--- src/rtl/id_scoreboard_pkg.sv ---
// Shared decode-stage definitions: register addressing and load-latency limits.
package id_scoreboard_pkg;

   localparam int REG_ADDR_W   = 5;
   localparam int REG_NUM_DEF  = 32;
   localparam int LOAD_LAT_MIN = 1;
   localparam int LOAD_LAT_MAX = 7;
   localparam int STALL_CNT_W  = 32;

   // Width of a per-register countdown that must hold values 0..lat.
   function automatic int cnt_width(input int lat);
      return (lat < 1) ? 1 : $clog2(lat + 1);
   endfunction

endpackage

--- src/rtl/sb_entry.sv ---
// One scoreboard slot: counts down the cycles until a pending load result
// for this register becomes forwardable.
module sb_entry
   import id_scoreboard_pkg::*;
#(
   parameter int LOAD_LAT = 2
) (
   input  logic clk,
   input  logic rst,
   input  logic set,
   input  logic clr,
   input  logic hold,
   input  logic flush,
   output logic busy
);

   localparam int             CW      = cnt_width(LOAD_LAT);
   localparam logic [CW-1:0]  LAT_VAL = CW'(LOAD_LAT);

   logic [CW-1:0] cnt_q;

   // Flush beats everything; a new issue beats the countdown; hold freezes it.
   always_ff @(posedge clk or negedge rst) begin
      if (!rst) begin
         cnt_q <= '0;
      end else if (flush) begin
         cnt_q <= '0;
      end else if (set) begin
         cnt_q <= LAT_VAL;
      end else if (clr) begin
         cnt_q <= '0;
      end else if (!hold && (cnt_q != '0)) begin
         cnt_q <= cnt_q - 1'b1;
      end
   end

   assign busy = (cnt_q != '0);

endmodule

--- src/rtl/id_scoreboard.sv ---
// Decode-stage load-use scoreboard: flags reads of registers whose load
// result is not yet forwardable and requests a stall while any port is hit.
// LOAD_LAT must lie in LOAD_LAT_MIN..LOAD_LAT_MAX.
module id_scoreboard
   import id_scoreboard_pkg::*;
#(
   parameter int READ_PORTS = 2,
   parameter int LOAD_LAT   = 2,
   parameter int REG_NUM    = REG_NUM_DEF
) (
   input  logic                             clk,
   input  logic                             rst,
   input  logic [READ_PORTS-1:0]            read_en,
   input  logic [REG_ADDR_W*READ_PORTS-1:0] read_addr,
   input  logic                             issue_valid,
   input  logic                             issue_load,
   input  logic                             issue_write_en,
   input  logic [REG_ADDR_W-1:0]            issue_write_addr,
   input  logic                             hold,
   input  logic                             flush,
   output logic [READ_PORTS-1:0]            load_related,
   output logic                             stall_request,
   output logic [STALL_CNT_W-1:0]           stall_count
);

   // Every encodable address gets a busy bit; unimplemented ones and r0 read 0.
   localparam int NSLOT = 1 << REG_ADDR_W;

   logic [NSLOT-1:0]       busy;
   logic                   issue_ok;
   logic                   load_wr;
   logic                   alu_wr;
   logic [READ_PORTS:0]    hit_chain;
   logic [STALL_CNT_W-1:0] stall_cnt_q;

   assign issue_ok = issue_valid && !stall_request && !hold && !flush;
   assign load_wr  = issue_ok && issue_write_en && issue_load && (issue_write_addr != '0);
   // A younger ALU write supersedes a pending load; forwarding covers it.
   assign alu_wr   = issue_ok && issue_write_en && !issue_load;

   for (genvar r = 0; r < NSLOT; r++) begin : g_slot
      if (r == 0 || r >= REG_NUM) begin : g_zero
         assign busy[r] = 1'b0;
      end else begin : g_entry
         sb_entry #(
            .LOAD_LAT (LOAD_LAT)
         ) u_entry (
            .clk   (clk),
            .rst   (rst),
            .set   (load_wr && (issue_write_addr == REG_ADDR_W'(r))),
            .clr   (alu_wr  && (issue_write_addr == REG_ADDR_W'(r))),
            .hold  (hold),
            .flush (flush),
            .busy  (busy[r])
         );
      end
   end

   // Reads see the counters as they stand this cycle, so an instruction that
   // reads its own load destination is checked against the pre-issue state.
   assign hit_chain[0] = 1'b0;
   for (genvar i = 0; i < READ_PORTS; i++) begin : g_port
      logic [REG_ADDR_W-1:0] addr;
      assign addr            = read_addr[REG_ADDR_W*i +: REG_ADDR_W];
      assign load_related[i] = read_en[i] && (addr != '0) && busy[addr];
      assign hit_chain[i+1]  = hit_chain[i] | load_related[i];
   end

   assign stall_request = hit_chain[READ_PORTS];

   // Saturating count of stalled cycles.
   always_ff @(posedge clk or negedge rst) begin
      if (!rst) begin
         stall_cnt_q <= '0;
      end else if (stall_request && (stall_cnt_q != '1)) begin
         stall_cnt_q <= stall_cnt_q + 1'b1;
      end
   end

   assign stall_count = stall_cnt_q;

endmodule

--- config.mk ---
export PLATFORM = sky130hd
export DESIGN_NAME = id_scoreboard
export DESIGN_NICKNAME = d
export VERILOG_FILES = /design/src/rtl/id_scoreboard_pkg.sv /design/src/rtl/sb_entry.sv /design/src/rtl/id_scoreboard.sv
export SDC_FILE = /design/constraint.sdc
export NUM_CORES = 1
export LEC_CHECK = 0
export ABC_AREA = 1
export CAP_MARGIN = 5
export CORE_MARGIN = 1
export CORE_UTILIZATION = 25
export DETAILED_ROUTE_END_ITERATION = 8
export PLACE_DENSITY_LB_ADDON = 0.1
export SETUP_SLACK_MARGIN = 0.02
export SKIP_CTS_REPAIR_TIMING = 1
export SLEW_MARGIN = 5
export SYNTH_ARGS = -nofsm -noshare
export SYNTH_HDL_FRONTEND = slang
export SYNTH_SLANG_ARGS = --single-unit
--- constraint.sdc ---
create_clock -name clk -period 1.9 [get_ports clk]
set_clock_uncertainty 0.1 [all_clocks]
set_input_delay 0.285 -clock clk [delete_from_list [all_inputs] [get_ports clk]]
set_output_delay 0.285 -clock clk [all_outputs]
set_load 0.02 [all_outputs]
==> results of run 1 <==
-- worst paths after layout --
kind	from	endpoint
worst max-delay path	g_slot[29].g_entry.u_entry.cnt_q[1]	g_slot[13].g_entry.u_entry.cnt_q[1]
worst min-delay path	rst	stall_count[26]
worst max register to register	g_slot[29].g_entry.u_entry.cnt_q[1]	g_slot[13].g_entry.u_entry.cnt_q[1]
worst min register to register	g_slot[1].g_entry.u_entry.cnt_q[1]	g_slot[1].g_entry.u_entry.cnt_q[1]
max in group asynchronous	rst	g_slot[17].g_entry.u_entry.cnt_q[0]
min in group clk	g_slot[1].g_entry.u_entry.cnt_q[1]	g_slot[1].g_entry.u_entry.cnt_q[1]
-- metal layers --
metal / GRT usage [%] / wire length [µm] / vias to the layer above
met1: 22.1 / 12300 / 3648
met5: 0 / 0 / -
met2: 25.6 / 11400 / 115
met4: 3.99 / 327 / 0
met3: 2.13 / 642 / 21
li1: - / - / 4071
-- worst max-delay path, cell delays in order (launching register included) --
cell and delay, ns:
dfrtp_1 0.38, inv_1 0.06, ha_2 0.18, inv_2 0.05
buf_6 0.11, nand2_2 0.05, nand3_2 0.06, nand3_2 0.08
nand3_2 0.05, nand2_1 0.06, nand2_1 0.06, nand3_2 0.08
nand2_4 0.07, nor2_4 0.17, buf_12 0.16, buf_12 0.12
buf_8 0.12, buf_6 0.09, o211ai_2 0.07, nand2_1 0.06
nand3_1 0.06, nand2_1 0.07
-- sequential cells by signal, summed over array words and instances, names as in the netlist --
register	flops
g_slot.g_entry.u_entry.cnt_q	62
stall_count	32
-- metrics by stage --
stage / hold slack, ns / utilization [%]
2_1_floorplan: -0.111 / -
3_3_place_gp: 0.147 / 33.8
3_5_place_dp: 0.147 / 33.8
4_1_cts: -0.256 / 34.8
5_1_grt: 0.349 / 38.1
6_report: 0.310 / 38.1
-- kinds of logic (layout without fill, tap and decap cells) --
| family | count (synthesis) | in the layout | synth area share, % |
|---|---|---|---|
| AO/OA/AOI/OAI | 40 | 40 | 5.61 |
| XOR/XNOR | 59 | 59 | 6.81 |
| adder cells (fa/ha/maj) | 32 | 32 | 5.28 |
| buffers and inverters | 216 | 462 | 12.1 |
| flip-flops | 94 | 94 | 31.0 |
| AND/OR/NAND/NOR | 690 | 690 | 39.2 |
-- synth_stat cells (5+ instances only) --
| master | n |
|---|---|
| nor2_1 | 141 |
| o21ai_0 | 8 |
| o211ai_2 | 29 |
| clkbuf_1 | 13 |
| buf_1 | 15 |
| xor2_1 | 51 |
| xnor2_1 | 8 |
| nand4_1 | 9 |
| nor4_1 | 7 |
| dfrtp_1 | 94 |
| nor3_1 | 20 |
| nand3_1 | 205 |
| nand2_1 | 296 |
| ha_1 | 32 |
| buf_2 | 5 |
| buf_6 | 11 |
| inv_1 | 163 |
-- placed cells by master (no fill, tap or decap), types with 13 or more instances in the layout --
master,n
buf_12,21
buf_4,182
clkdlybuf4s50_1,29
dfrtp_1,89
dlymetal6s2s_1,25
ha_2,16
ha_4,15
inv_1,117
inv_2,45
nand2_1,281
nand2_2,13
nand3_1,184
nand3_2,21
nor2_1,131
nor3_1,16
o211ai_2,28
xor2_1,50
-- area by class of cell --
cell class,instances,share of cell area (%)
clock inverter,5,0.597
clock buffer,11,2.06
inverter,169,5.83
timing repair buffer,276,23.4
tap,390,4.31
sequential,94,20.9
timing repair inverter,1,0.0442
multi-input combinational,821,42.9
-- where the power goes --
part | total [mW] | switching [mW] | internal [mW]
combinational | 6.97 | 3.62 | 3.35
clock | 1.97 | 0.927 | 1.04
sequential | 2.98 | 0.327 | 2.65
total | 11.9 | 4.87 | 7.05
==> run metrics, run 1 <==
row count=63; predominant post-synthesis flop cell=dfrtp_1; CTS buffer count=9; final net count=about 1400; Ys Warns=0; dpl cells=about 1700; largest net degree at the start of global routing=43; outcome=finished with violations; Layout Cells excl Fill=1767; Starting DRT DRC Count=492; Fill cells=approximately 3100; Die W=176 µm; vias in the first global route=approximately 7300; Post-DRT Antenna Nets=0; CP max FO=8; TritonCTS Sinks=94; Initial Util=between 20% and 30%; Final Setup Violations=96; Async S/R FF share, synth=100%; Post-Syn Area=roughly 7600 µm²; Max clock buf depth=2; number of enable flip-flop cells after synthesis=0; Period Utilization, post-route=125%; leak pwr=between 5 and 6 nW; Area growth, synth to finish=49.1%; Overflow after GRT=0; worst slack, placed=-0.907 ns; CTS tree=yes; Multi-input gate area=between 4000 and 5000 µm²; DRC errors left=0; synthesized net count=approximately 1200; FF/Latch Area=roughly 2400 µm²; DR WL/cell=14.0 µm; Slew HR=about 66%; Final Cell Area=roughly 11000 µm²; gp weighted congestion=approximately 0.84; worst vdd ir=~450 µV; Clock Latency Late Sink=~0.37 ns; core area=between 20000 and 30000 µm²; Pwr Total=between 10 and 15 mW; RSZ-0062 raised after global routing=yes; layout cells sized above 1=just over 30%; main area contributors after synthesis=dfrtp_1 (31%), nand2_1 (15%), nand3_1 (14%); placed cell area=between 10000 and 15000 µm²; CTS H-Tree Depth=3; r2r setup slk=-0.48 ns; crit path DAT=2.58 ns; Worst-path clk slew=around 0.080 ns; fmax=0.420 GHz; Final Hold Fails=0; Die Area=31100 µm²; first-pass GRT wire length=between 30 and 40 mm; Die Height=between 150 and 200 µm; CP startpoint kind=flip-flop; Worst R2R Path Depth=21; syn_area_per_cell=around 6.7 µm²; Hold WC Path Type=input pin to asynchronous set/reset pin; Setup CP Type=flip-flop to flip-flop; failing checks=setup timing; top cell type by total area after synthesis=dfrtp_1; # IOs=slightly below 60; Setup TNS Final=-32.29 ns; DP Wirelength=17.5 mm; Root Buffer=clkbuf_16; gr usage total=~16%; minimum clock period=around 2.4 ns; cells after synthesis=1131; #FFs+latches synth=94; ANT cells=0; antenna violations before repair=0; Slew Limit Fails=0; WL final=around 25 mm; sequential element share of the synthesized area=between 30% and 40%; Vias/cell=about 4.4; final worst-path setup slack=-0.479 ns; number of max-cap violations=0; worst slew pin tran=0.516 ns; Synth cell types=31; drt first pass iters=5; WP data required=roughly 2.1 ns; top cell type's share of synthesized area=a little under a third; Crit. End Element=flip-flop; Vias=7855; power per cell area=1050 nW/µm²; port bufs=between 50 and 60
Power figures use the tool's default switching activity.
==> run 2, diff against run 1 <==
- CTS_BUF_LIST: unset -> sky130_fd_sc_hd__clkbuf_2
- SLEW_MARGIN: 5 -> unset
==> run metrics, run 2 (synthesis gave the netlist of run 1 again) <==
Vias/cell=4.45 (+0.21%); worst slew pin tran=0.533 ns (+0.0177 ns); Crit. End Element=flip-flop; worst slack, placed=-0.907 ns (unchanged); largest register by flop count=g_slot.g_entry.u_entry.cnt_q; Post-DRT Antenna Nets=0 (unchanged); minimum clock period=2.60 ns (+0.220 ns); power per cell area=935 nW/µm² (-11%); CP startpoint kind=flip-flop; Root Buffer=clkbuf_2; CTS tree=yes; Area growth, synth to finish=60.1%; drt first pass iters=6 (+1); Vias=8001 (+1.9%); TritonCTS Sinks=94 (unchanged); grt peak-use layer=met2; final worst-path setup slack=-0.699 ns (-0.220 ns); core area=29700 µm² (unchanged); fin util=40.9% (+2.8 points); Final Hold Fails=0 (unchanged); Slew HR=64.3% (-1.3 points); DRC errors left=0 (unchanged); worst vdd ir=532 µV (+19%); Initial Util=25.5% (unchanged); fmax=0.385 GHz (-8.5%); crit path DAT=3.06 ns (+0.48 ns); failing checks=setup timing; Critical Path Most Common Cell=nand2_1; layout cells sized above 1=38.4% (+8.2 points); most frequent cells in the layout=nand2_1 (260), buf_4 (167), nor2_1 (130); Fill cells=3022 (-2.3%); Setup CP Type=flip-flop to flip-flop; Multi-input gate area=5460 µm² (+12%); leak pwr=5.89 nW (-1.8%); worst path cell trace=inv_1 -> ha_2 -> inv_2 -> buf_6 -> nand2_2 -> nand3_2 -> nand3_2 -> nand3_2 -> nand2_1 -> nand2_1 -> nand3_2 -> nand2_4 -> buf_4 -> nor2_4 -> buf_12 -> buf_12 -> buf_12 -> nand3_1 -> nand2_1 -> nand2_1 -> nand3_1 -> nand2_1; CTS H-Tree Depth=3 (unchanged); Overflow after GRT=0 (unchanged); WL final=25.7 mm (+4.3%); final net count=1454 (+1.8%); Setup TNS Final=-50.87 ns (-18.58 ns); commonest non-fill, non-tap cell in the layout=nand2_1; Worst path slowest cell=dfrtp_1; Starting DRT DRC Count=401 (-18%); Hold WC Path Type=flip-flop to flip-flop; Period Utilization, post-route=137% (+12 points); Clock Latency Late Sink=0.68 ns (+0.31 ns); RSZ-0062 raised after global routing=yes; max reg flops=62 (unchanged); number of max-cap violations=0 (unchanged); port bufs=58 (unchanged); CP max FO=8 (unchanged); Crit path largest cell delay=0.44 ns (+0.06 ns); GRT met1 Usage=22.1% (-0.037 points); vias in the first global route=7263 (-0.22%); Worst-path clk slew=0.31 ns (+0.23 ns); largest net degree at the start of global routing=43 (unchanged); Final Setup Violations=98 (+2.1%); gr usage total=15.8% (-0.046 points); outcome=finished with violations; DP Wirelength=17.5 mm (unchanged); Die Area=31100 µm² (unchanged); FF/Latch Area=2360 µm² (unchanged); Layout Cells excl Fill=1796 (+1.6%); DR WL/cell=14.3 µm (+2.6%); antenna violations before repair=2 (+2); Die Height=176 µm (unchanged); Max clock buf depth=2 (unchanged); Die W=176 µm (unchanged); # IOs=59 (unchanged); gp weighted congestion=0.842 (unchanged); dpl cells=1717 (unchanged); Slew Limit Fails=0 (unchanged); met2 usage=25.5% (-0.11 points); WP data required=2.36 ns (+0.26 ns); first-pass GRT wire length=38.3 mm (-0.18%); CTS buffer count=9 (unchanged); met3 Use GR=2.00% (-0.13 points); row count=63 (unchanged)
==> run 2: cell count changes in the layout (fill, tap and decap cells not counted), sizes merged, moves of 2 or more <==
cell           before  now
dlymetal6s2s       25    0
diode               0    3
clkinv              4    2
buf               218  273
clkdlybuf4s50      29   22
clkbuf             14   17
==> run 2: metal layers <==
metal  wire length [µm]  up-vias
li1                   -     4142
met1              12500     3748
met2              12100       87
met3                625       24
met4                517        0
met5                  0        -
==> run 2: report_power, final <==
| group | internal (mW) | switching (mW) |
|---|---|---|
| combinational | 3.47 | 3.74 |
| clock | 0.336 | 0.844 |
| sequential | 2.64 | 0.325 |
| total | 6.45 | 4.91 |
==> run 2: final timing paths <==
| path | startpoint | to | slack [ns] | cells past startpoint |
|---|---|---|---|---|
| worst max-delay path | g_slot[29].g_entry.u_entry.cnt_q[1] | g_slot[12].g_entry.u_entry.cnt_q[1] | -0.70 | 22 |
| worst min-delay path | g_slot[9].g_entry.u_entry.cnt_q[1] | g_slot[9].g_entry.u_entry.cnt_q[1] | 0.45 | 2 |
| worst max register to register | g_slot[29].g_entry.u_entry.cnt_q[1] | g_slot[12].g_entry.u_entry.cnt_q[1] | -0.70 | 22 |
| worst min register to register | g_slot[9].g_entry.u_entry.cnt_q[1] | g_slot[9].g_entry.u_entry.cnt_q[1] | 0.45 | 2 |
| max in group asynchronous | rst | g_slot[1].g_entry.u_entry.cnt_q[1] | 0.85 | 4 |
| min in group asynchronous | rst | stall_count[26] | 0.56 | 4 |
==> run 2: area by class of cell <==
cell class | count | area share [%]
Antenna cell | 3 | 0.0618
Timing Repair Buffer | 303 | 25.1
Sequential cell | 94 | 19.4
Clock inverter | 5 | 0.556
Tap cell | 390 | 4.02
Inverter | 169 | 5.43
Multi-Input combinational cell | 821 | 44.9
Clock buffer | 11 | 0.453
==> run 2: critical path, delay by kind of cell (launching register included) <==
kind,cells,cell delay (ns)
AND/OR/NAND/NOR,14,1.00
buffers and inverters,7,0.80
flip-flops,1,0.44
adder cells (fa/ha/maj),1,0.18
==> run 2: per-stage QoR <==
stage | total power, mW | area [µm²] | hold slack [ns]
global route | 12.6 | 12100 | 0.411
floorplan | 6.58 | 7650 | -0.111
global placement | 9.01 | 10000 | 0.147
detailed placement | 8.98 | 10000 | 0.147
CTS | 10.2 | 10200 | -0.709
finish | 11.4 | 12100 | 0.446
